## config.mk

```make
export PLATFORM = sky130hd
export DESIGN_NAME = run_ctrl
export DESIGN_NICKNAME = d
export VERILOG_FILES = /design/src/rtl/run_ctrl.sv
export SDC_FILE = /design/constraint.sdc
export NUM_CORES = 1
export LEC_CHECK = 0
export ABC_AREA = 0
export CAP_MARGIN = 40
export CORE_MARGIN = 2
export CORE_UTILIZATION = 41
export CTS_BUF_LIST = sky130_fd_sc_hd__clkbuf_4 sky130_fd_sc_hd__clkbuf_8
export DETAILED_ROUTE_END_ITERATION = 7
export PLACE_DENSITY = 0.84
export RECOVER_POWER = 100
export SYNTH_ARGS = -nofsm -noshare
export SYNTH_HDL_FRONTEND = slang
export SYNTH_SLANG_ARGS = --single-unit
```

## constraint.sdc

```tcl
create_clock -name clk -period 2.99 [get_ports clk]
set_clock_uncertainty 0.15 [all_clocks]
set_input_delay 0.897 -clock clk [delete_from_list [all_inputs] [get_ports clk]]
set_output_delay 0.897 -clock clk [all_outputs]
set_load 0.02 [all_outputs]
```

## src/rtl/run_ctrl.sv

```systemverilog
// Test-harness run controller: streams a program into instruction memory, holds the
// core in reset while loading, runs it, and reports halt/timeout with the watched result.
module run_ctrl #(
  parameter int XLEN       = 32,
  parameter int IMEM_DEPTH = 64,
  parameter int AW         = 6,
  parameter int MAX_CYCLES = 100,
  parameter int RESULT_REG = 10,
  parameter int PASS_VALUE = 0,
  parameter int HALT_MODE  = 0
) (
  input  logic            clk,
  input  logic            rst,
  input  logic            start,
  input  logic            load_valid,
  output logic            load_ready,
  input  logic [XLEN-1:0] load_data,
  input  logic            load_last,
  output logic            imem_we,
  output logic [AW-1:0]   imem_addr,
  output logic [XLEN-1:0] imem_wdata,
  output logic            core_rst,
  input  logic            wb_we,
  input  logic [4:0]      wb_rd,
  input  logic [XLEN-1:0] wb_data,
  input  logic [XLEN-1:0] pc,
  output logic            busy,
  output logic            done,
  output logic            pass,
  output logic            timeout,
  output logic [XLEN-1:0] result,
  output logic [31:0]     cycles
);

  typedef enum logic [1:0] {IDLE, LOAD, RUN, DONE} state_e;

  state_e          state_q;
  logic [1:0]      rstSync_q;
  logic            rstInt_n;
  logic [AW-1:0]   addr_q;
  logic [XLEN-1:0] result_q;
  logic [XLEN-1:0] result_d;
  logic [31:0]     cycles_q;
  logic            pass_q;
  logic            timeout_q;
  logic [XLEN-1:0] prevPc_q;
  logic            firstRun_q;
  logic            resultHit;
  logic            selfLoop;
  logic            haltNow;
  logic            lastCycle;
  logic            lastWord;

  // Reset asserts immediately but releases two edges later, clear of the rising rst edge.
  always_ff @(posedge clk or negedge rst) begin
    if (!rst) rstSync_q <= 2'b00;
    else      rstSync_q <= {rstSync_q[0], 1'b1};
  end

  assign rstInt_n = rstSync_q[1];

  assign resultHit = wb_we && (wb_rd == 5'(RESULT_REG)) && (wb_rd != 5'd0);
  assign result_d  = resultHit ? wb_data : result_q;
  assign selfLoop  = !firstRun_q && (pc == prevPc_q);
  assign haltNow   = (HALT_MODE == 0) ? resultHit : selfLoop;
  assign lastCycle = (cycles_q == 32'(MAX_CYCLES - 1));
  assign lastWord  = load_last || (addr_q == AW'(IMEM_DEPTH - 1));

  always_ff @(posedge clk or negedge rstInt_n) begin
    if (!rstInt_n) begin
      state_q    <= IDLE;
      addr_q     <= '0;
      result_q   <= '0;
      cycles_q   <= '0;
      pass_q     <= 1'b0;
      timeout_q  <= 1'b0;
      prevPc_q   <= '0;
      firstRun_q <= 1'b1;
    end else begin
      case (state_q)
        IDLE, DONE: begin
          if (start) begin
            state_q   <= LOAD;
            addr_q    <= '0;
            result_q  <= '0;
            cycles_q  <= '0;
            pass_q    <= 1'b0;
            timeout_q <= 1'b0;
          end
        end
        LOAD: begin
          if (load_valid) begin
            if (lastWord) begin
              state_q    <= RUN;
              firstRun_q <= 1'b1;
              cycles_q   <= '0;
            end else begin
              addr_q <= addr_q + AW'(1);
            end
          end
        end
        RUN: begin
          prevPc_q   <= pc;
          firstRun_q <= 1'b0;
          if (resultHit) result_q <= wb_data;
          // A halt on the final allowed cycle takes priority over the timeout.
          if (haltNow) begin
            state_q   <= DONE;
            pass_q    <= (result_d == XLEN'(PASS_VALUE));
            timeout_q <= 1'b0;
          end else if (lastCycle) begin
            state_q   <= DONE;
            pass_q    <= 1'b0;
            timeout_q <= 1'b1;
          end else if (cycles_q != '1) begin
            cycles_q <= cycles_q + 32'd1;
          end
        end
        default: state_q <= IDLE;
      endcase
    end
  end

  assign load_ready = (state_q == LOAD);
  assign imem_we    = load_ready && load_valid;
  assign imem_addr  = addr_q;
  assign imem_wdata = load_data;
  assign core_rst   = (state_q != RUN);
  assign busy       = (state_q == LOAD) || (state_q == RUN);
  assign done       = (state_q == DONE);
  assign pass       = pass_q;
  assign timeout    = timeout_q;
  assign result     = result_q;
  assign cycles     = cycles_q;

endmodule
```

Yosys cells after proc, flatten, opt, wreduce, memory -nomap -nowiden --
Cells that the tools add are included.
Word-level totals: input bits 107, bits in registers 76, output and inout port bits 109, word-level logic and storage cells 67
Cells by class: reductions and logical operators 16, equality and inequality tests 16, muxes and demuxes 26, add/sub/neg operators 2
Operator list (number):
- 2-to-1 mux 32 bit | 7
- one-hot mux 32 bit (3 select lines) | 1
- one-hot mux 32 bit (2 select lines) | 1
- adder 32 x 1 -> 32 bit, second input constant | 1
- equality test 32 x 7 -> 1 bit, second input constant | 1
- logical NOT 32 bit | 1
- inequality test 32 bit, second input constant | 1
- 2-to-1 mux 6 bit | 3
- inequality test 2 bit, second input constant | 7
- one-hot mux 6 bit (2 select lines) | 1
- 2-to-1 mux 2 bit | 5
- AND reduction 4 bit | 2
- adder 6 x 1 -> 6 bit, second input constant | 1
- equality test 6 bit, second input constant | 1
- one-hot mux 2 bit (3 select lines) | 1
- AND reduction 6 bit | 1
- equality test 5 x 4 -> 1 bit, second input constant | 1
- 2-to-1 mux 1 bit | 5
- nonzero test 5 bit | 1
- equality test 2 bit, second input constant | 2
- one-hot mux 1 bit (2 select lines) | 2
- nonzero test 2 bit | 2
- logical AND 1 bit | 3
- inequality test 3 bit, second input constant | 1
- other kinds (7) | 8

Logic depth before layout (Yosys ltp) --
Gate-level depths: netlist of the first run.
depth in word-level cells 7, mapped depth 9, depth with buffers taken out 8

Worst setup path before layout of the first run --
OpenSTA, ideal clock, no wires.
kind register to register, start point register cycles_q[0] (netlist: cycles[0]), end point register cycles_q[28] (netlist: cycles[28]), required time 2.776 ns, stages on the path, launching flop included 8, setup time 0.064 ns, path slack 0.330 ns, period minus slack after synthesis 2.660 ns, path buffers 0, arrival 2.445 ns, cell sequence dfrtp_1 -> ha_1 -> nand4_1 -> or3_4 -> a2111o_1 -> or4_1 -> a21oi_1 -> a21o_1
On the way: longest elaborated chain between the ends 5, elaborated cells on any way between the ends 10, classes of those cells add/sub: 1; eq/ne: 4; mux: 4; reduce/logical: 1
Ends and longest elaborated chain:
- start, declared | line 43 | logic [31:0] cycles_q;
- start signal, assigned | line 116 | cycles_q <= cycles_q + 32'd1;
- adder 32 x 1 -> 32 bit | line 116
- 2-to-1 mux 32 bit | line 115 | end else if (cycles_q != '1) begin
- 2-to-1 mux 32 bit | line 111 | end else if (lastCycle) begin
- 2-to-1 mux 32 bit | line 107 | if (haltNow) begin
- one-hot mux 32 bit (3 select lines) | line 80 | case (state_q)
Parallel ways exist; a longest one is shown, timed or not. The select of a mux whose other input is x is not followed. A chain may end at the register's enable or synchronous reset.

Worst setup path after layout of the first run --
start point input load_valid, end point output imem_we
On the way: longest elaborated chain between the ends 1
Ends and longest elaborated chain:
- start, declared | line 15 | input logic load_valid,
- logical AND 1 bit | line 125 | assign imem_we = load_ready && load_valid;
- end, declared | line 19 | output logic imem_we,
No other way between the ends.

==> results.md, run 1 <==
- Die area: approximately 11000 sq um
- Worst setup SP type: input port
- Commonest cells after routing, fill and taps aside: dfrtp_1, dlygate4sd3_1, clkdlybuf4s50_1
- Starting Density: 0.417
- CTS Buf Count: 9
- Skew-Pair Late Insertion Delay: 0.34 ns
- Syn avg cell area: 9.64 sq um
- PD cells: 553 nW/um^2
- Status: complete, no violations
- CTS sink cnt: between 70 and 80
- Setup WS post-layout: approximately 0.046 ns
- Largest family of logic cells by synthesized area: simple AND/OR/NAND/NOR gates
- CTS tree: yes
- Final hold violations: 0
- CTS H-tree depth: 3
- Pin count of the biggest net entering global routing: 45
- P_int: roughly 0.0019 W
- Seq/Total Area, Yosys: 0.471
- Slew margin rel.: 0.161
- Worst EP required: ~1.9 ns
- Post-synth ARST share: 1.00
- Die width: slightly above 100 um
- Via count: 3817
- Flops & latches, synth: 76
- DRT iter0 DRCs: 173
- Placeable Area: ~9700 sq um
- CP max FO: 3
- Net count, final: 642
- Max_cap viols: 0
- Post-Synth XOR/XNOR Area: 0.00434
- Post-Synth Adder-Cell Area: 0.0186
- First-pass GRT wire length: 17.5 mm
- Classification of the worst setup path: in -> out
- Simple-gate share of the synthesized area: 0.203
- Inserted Diodes: 0
- Post-synthesis compound-gate area fraction: 0.201
- Combinational share of power: 0.386
- EDFF count, synth: 0
- I/O Buffers: approximately 120
- I/O pin cnt: roughly 220
- Area grow syn2layout: 35.6%
- Antenna-violating nets left: 0
- Die Ht: about 100 um
- Yosys warnings: 0
- GR Overflow Total: 0
- Mapped Cells: approximately 420
- # DRC: 0
- CP Capture Type: primary output
- Drt pass-1 iters: 5
- Top_reg_cell synth: dfrtp_1
- Hold WC Path Type: reg -> reg
- Peak Freq: between 0.3 and 0.4 GHz
- Mapped Area: between 4000 and 5000 sq um
- CTS Root Buffer Type: clkbuf_8
- Leak pwr: between 2 and 2.5 nW
- Setup_tns: 0 ns
- Net Count, Synth: approximately 530
- DP HPWL: a little over 8 mm
- GR Util All Layers: 0.209
- CP Data Arrival Time: 1.90 ns
- Row count: 36
- Net Sw Frac: 0.378
- Synth unique cells: 50
- Average wire per standard cell: 16.6 um
- Tcrit/Tclk final: 0.985
- Share of cells above drive strength 1: 0.0824
- Mux contribution to synthesized area: 0.0127
- Reg clk slew, reported paths: about 0.08 ns
- Switching power: 0.00114 W
- Routability cong.: ~0.88
- Max IR drop VDD: between 0.0003 and 0.0004 V
- Via density: 5.72
- Vias in the first global route: ~3700
- Max-slew violation count: 0
- Clock power frac: 0.241
- Clock Path Buffers: 2
- Minimum clock period: between 2 and 3 ns
- Unrepaired setup endpoints after global routing: no
- # setup viols final: 0
- Worst Tran Pin Value: approximately 1.3 ns
- Initial antenna violation count: 0
- Pre-CTS WS: -0.236 ns
- DRT Wirelength: between 10 and 15 mm
- Reg power frac: 0.373
## through the flow
stage | hold WS (ns) | std cells | cell area [sq um] | total power [W] | utilization
3_5_place_dp | 0.187 | 651 | 5360 | 0.00240 | 0.554
5_1_grt | 0.225 | 667 | 5480 | 0.00319 | 0.566
3_3_place_gp | 0.184 | 651 | 5360 | 0.00236 | 0.554
4_1_cts | 0.206 | 667 | 5540 | 0.00311 | 0.572
6_report | 0.203 | 667 | 5480 | 0.00303 | 0.566
2_1_floorplan | 0.181 | 419 | 4040 | 0.00184 | -
## path summary, 6_finish.rpt
kind                         startpoint      endpoint  slack (ns)  depth (start not counted)
max                          load_valid       imem_we        0.05                          3
min                        rstSync_q[0]  rstSync_q[1]        0.20                          0
max reg2reg                   cycles[0]    cycles[28]        0.16                          7
min reg2reg                rstSync_q[0]  rstSync_q[1]        0.20                          0
max in group asynchronous  rstSync_q[1]     cycles[8]        0.62                          1
min in group asynchronous  rstSync_q[1]  imem_addr[2]        0.38                          0
## per-layer routing
metal | share of wire | vias up | track usage
met5 | 0 | - | 0
met4 | 0.015 | 0 | 0.0769
met3 | 0.082 | 18 | 0.0565
met2 | 0.49 | 184 | 0.344
met1 | 0.41 | 1844 | 0.264
li1 | - | 1771 | -
## worst max-delay path: stages
cell and delay (ns):
clkdlybuf4s50_1 0.49, and2_1 0.16, dlygate4sd2_1 0.35
## layout make-up
class | count | area (sq um)
timing repair buffer | 147 | 1390
multi-input combinational | 281 | 1780
clock buffer | 12 | 159
inverter | 14 | 52.6
clock inverter | 4 | 23.8
fill | 849 | 4210
tap | 133 | 166
sequential | 76 | 1900
## cell usage after synthesis (2+ instances only)
cell / instances / area, sq um
nand3b_1: 2 / 15.0
buf_4: 32 / 240
o21a_1: 3 / 22.5
a22o_1: 35 / 307
ha_1: 6 / 75.1
clkbuf_1: 14 / 52.6
o22ai_1: 2 / 12.5
dfrtp_1: 76 / 1900
a21o_1: 4 / 30.0
nand4_1: 12 / 75.1
nor3_1: 10 / 50.1
o31ai_1: 4 / 30.0
nand2b_1: 4 / 25.0
o21ai_1: 4 / 20.0
nor4_2: 2 / 25.0
a22oi_1: 2 / 15.0
nor2_1: 16 / 60.1
xnor2_1: 2 / 17.5
or4_1: 5 / 37.5
nor4_1: 16 / 100
o211ai_1: 4 / 30.0
and2_1: 3 / 18.8
buf_2: 2 / 10.0
mux2i_1: 4 / 40.0
or3_1: 20 / 125
a21oi_1: 23 / 115
inv_1: 13 / 48.8
nand3_1: 21 / 105
o21ai_0: 29 / 145
nor2b_1: 2 / 12.5
o31a_1: 2 / 17.5
nand2_1: 26 / 97.6
a31oi_1: 2 / 12.5
## power groups by stage
stage	clock network [W]	logic, W	registers (W)
2_1_floorplan	0	0.000659	0.00118
3_3_place_gp	0	0.00122	0.00115
3_5_place_dp	0	0.00125	0.00115
4_1_cts	0.000738	0.00124	0.00113
5_1_grt	0.000781	0.00127	0.00114
6_report	0.000729	0.00117	0.00113
## registers in the layout, summed over array words and instances (netlist names)
signal     flops
state_q        2
cycles        32
pass           1
imem_addr      6
rstSync_q      2
result        32
timeout        1
## timing repair
item                       in CTS  in global routing
setup endpoints to repair       2                  1
hold buffers                    0                  0
buffers inserted                0                  0
resized for setup               2                  1
hold endpoints to repair        0                  0
## cells by family (layout without fill, tap and decap cells)
family / Yosys count / after routing
xor gates and xnor gates: 2 / 2
and+or+nand+nor: 147 / 147
DFF: 76 / 76
other: 1 / 1
muxes: 5 / 5
buffers and inverters: 62 / 177
adders and majority gates: 6 / 6
AOI/OAI and AO/OA: 120 / 120
No activity file was read; power rests on OpenSTA's default activity.
==> run 2, diff against run 1 <==
--- a/config.mk
+++ b/config.mk
@@ -13,6 +13,7 @@
 export DETAILED_ROUTE_END_ITERATION = 7
 export PLACE_DENSITY = 0.84
 export RECOVER_POWER = 100
+export SLEW_MARGIN = 20
 export SYNTH_ARGS = -nofsm -noshare
 export SYNTH_HDL_FRONTEND = slang
 export SYNTH_SLANG_ARGS = --single-unit
==> results of run 2 <==
Final layout, timing and power as in run 1 (identical DEF).
==> run 3, diff against run 2 <==
--- a/config.mk
+++ b/config.mk
@@ -13,6 +13,7 @@
 export DETAILED_ROUTE_END_ITERATION = 7
 export PLACE_DENSITY = 0.84
 export RECOVER_POWER = 100
+export SETUP_SLACK_MARGIN = 0.3
 export SLEW_MARGIN = 20
 export SYNTH_ARGS = -nofsm -noshare
 export SYNTH_HDL_FRONTEND = slang
==> run 3 against run 2 <==
  * Worst setup slack improved by 0.21 ns
  * Sequential power hardly changed
  * Die area stayed put
  * Flip-flop and latch count unchanged
  * Maximum frequency up 7.7%
  * Cell count up 1.2%
  * Global-route usage is 1.0 points higher
  * First-iteration DRC count up 21%
  * Cell area grew 3.1%
  * Non-clock buffer count grew 8
  * Critical path depth increased by 6
  * Core utilization increased by 1.8 points
  * Critical path type is now in -> reg
  * Largest cell class unchanged
  * Largest power group unchanged
==> results.md, run 3 (same netlist as run 1, synthesis figures left out) <==
- I/O pin cnt: 216 (unchanged)
- Pre-CTS WS: -0.236 ns (unchanged)
- Classification of the worst setup path: in -> reg
- Via density: 5.81 (+1.5%)
- Peak Freq: 0.366 GHz (+7.7%)
- Reg2reg end: cycles[20]
- Placeable Area: 9680 sq um (unchanged)
- Filler cells: 830 (-2.2%)
- Die area: 10700 sq um (unchanged)
- DRT Wirelength: 11.7 mm (+5.9%)
- Via count: 3919 (+2.7%)
- CP Data Arrival Time: 2.80 ns (+0.90 ns)
- Reg clk slew, reported paths: 0.08 ns (about the same)
- CTS H-tree depth: 3 (unchanged)
- Die width: 103 um (unchanged)
- Peak per-stage delay on the critical path: 0.49 ns (about the same)
- Hold Path Stages: 0 (unchanged)
- I/O Buffers: 119 (unchanged)
- Clock Path Buffers: 2 (unchanged)
- Vias in the first global route: 3835 (+4.3%)
- CTS sink cnt: 76 (unchanged)
- Net count, final: 650 (+1.2%)
- CTS Buf Count: 9 (unchanged)
- Share of cells above drive strength 1: 0.111 (+0.0283)
- Design Power: 0.00322 W (+6.2%)
- Max IR drop VDD: 0.000382 V (+4.3%)
- Minimum clock period: 2.73 ns (-0.212 ns)
- CP max FO: 16 (+13)
- # setup viols final: 0 (unchanged)
- Hold Crit Start: rstSync_q[0]
- Register-to-register setup slack: 0.36 ns (+0.20 ns)
- Setup_tns: 0 ns (unchanged)
- Worst setup SP type: input port
- Skew-Pair Late Insertion Delay: 0.34 ns (about the same)
- Status: complete, no violations
- Hold WC Path Type: reg -> reg
- Routability cong.: 0.877 (unchanged)
- GR Util All Layers: 0.219 (+0.0104)
- First-pass GRT wire length: 18.3 mm (+4.9%)
- CTS tree: yes
- CTS Root Buffer Type: clkbuf_8
- Critical path cell sequence: clkdlybuf4s50_1 > nand2_1 > o211ai_1 > buf_4 > buf_4 > nand2_1 > nor2_1 > clkbuf_2 > nor2_1
- Die Ht: 103 um (unchanged)
- # DRC: 0 (unchanged)
- Most common cell after layout, fill and taps aside: dlygate4sd3_1
- Inserted Diodes: 0 (unchanged)
- Pin count of the biggest net entering global routing: 45 (unchanged)
- Leak pwr: 2.54 nW (+3.9%)
- Unrepaired setup endpoints after global routing: yes
- GR Overflow Total: 0 (unchanged)
- Final hold violations: 0 (unchanged)
- R2r startpoint: cycles[6]
- Max-slew violation count: 0 (unchanged)
- Hold Path End: rstSync_q[1]
- Worst Tran Pin Value: 1.34 ns (+0.0791 ns)
- Core Util, Final: 0.583 (+0.0176)
- Multi-input logic area: 1840 sq um (+3.3%)
- Setup WS post-layout: 0.258 ns (+0.212 ns)
- Slew margin rel.: 0.109 (-0.0528)
- PD cells: 569 nW/um^2 (+3.0%)
- Starting Density: 0.417 (unchanged)
- Worst EP required: 3.06 ns (+1.12 ns)
- Area grow syn2layout: 39.8%
- Initial antenna violation count: 0 (unchanged)
- Commonest cells after routing, fill and taps aside: dlygate4sd3_1, dfrtp_1, clkdlybuf4s50_1
- Antenna-violating nets left: 0 (unchanged)
- CP Capture Type: flip-flop
- FF/Latch Area: 1900 sq um (+0.13%)
- Max_cap viols: 0 (unchanged)
- CP max stage cell: clkdlybuf4s50_1
- Path depth of the worst reg2reg path: 7 (unchanged)
- Drt pass-1 iters: 7 (+2)
- DRT iter0 DRCs: 209 (+21%)
- Tcrit/Tclk final: 0.914 (-0.0708)
- DP HPWL: 8.13 mm (unchanged)
- Average wire per standard cell: 17.3 um (+4.7%)
- Row count: 36 (unchanged)
-- run 3: cell count changes in the layout (fill, tap and decap cells not counted), moves of 2 or more --
cell / before / now
buf_4: 15 / 22
buf_12: 2 / 4
clkbuf_2: 3 / 1
dfrtp_1: 76 / 74
or3_4: 0 / 2
clkdlybuf4s50_1: 41 / 39
dfrtp_2: 0 / 2
or3_1: 21 / 19
-- run 3: what timing repair did --
item                       4_1_cts  5_1_grt
gates cloned                     2        0
pin swaps                        0        5
hold buffers                     0        0
gates resized for setup         16       14
setup buffers                    2        4
setup endpoints to repair        9       29
-- run 3: area by class of cell --
type                       count  share of cell area
clock buffer                  12              0.0281
clock inverter                 4             0.00421
inverter                      14             0.00930
multi-input combinational    281               0.326
sequential                    76               0.337
tap                          133              0.0295
timing repair buffer         155               0.266
-- run 3: power by group --
part,internal (W),leakage (nW),switching [W]
Clock,0.000354,0.0995,0.000377
Sequential,0.00107,1.05,0.0000559
Combinational,0.000578,1.39,0.000779
Total,0.00200,2.54,0.00121
-- run 3: how the worst max path moves through the flow --
| stage | depth (start not counted) | end | slack (ns) | startpoint |
|---|---|---|---|---|
| 2_1_floorplan | 7 | cycles[28] | 0.33 | cycles[0] |
| 5_1_grt | 6 | cycles[14] | 0.16 | start |
| 4_1_cts | 3 | imem_we | 0.22 | load_valid |
| 3_5_place_dp | 3 | imem_we | -0.24 | load_valid |
| 3_3_place_gp | 3 | imem_we | -0.19 | load_valid |
| 6_report | 9 | cycles[17] | 0.26 | load_last |
-- run 3: worst max-delay path: cells and delay by family --
kind | cells | cell delay (ns)
AOI/OAI and AO/OA | 1 | 0.09
and+or+nand+nor | 4 | 0.63
buffers and inverters | 4 | 1.17
-- run 3: metrics by stage --
| stage | hold WS, ns | cells | instance area [sq um] |
|---|---|---|---|
| CTS | 0.206 | 671 | 5650 |
| global placement | 0.184 | 651 | 5360 |
| detailed placement | 0.187 | 651 | 5360 |
| finish | 0.204 | 675 | 5650 |
| global route | 0.225 | 675 | 5650 |
| floorplan | 0.181 | 419 | 4040 |
-- run 3: routing by layer --
layer  up-vias  track usage  part of all wire
met5         -            0                 0
met4         0       0.0951             0.024
met3        32       0.0585             0.084
met2       203        0.360              0.49
met1      1902        0.273              0.40
li1       1782            -                 -
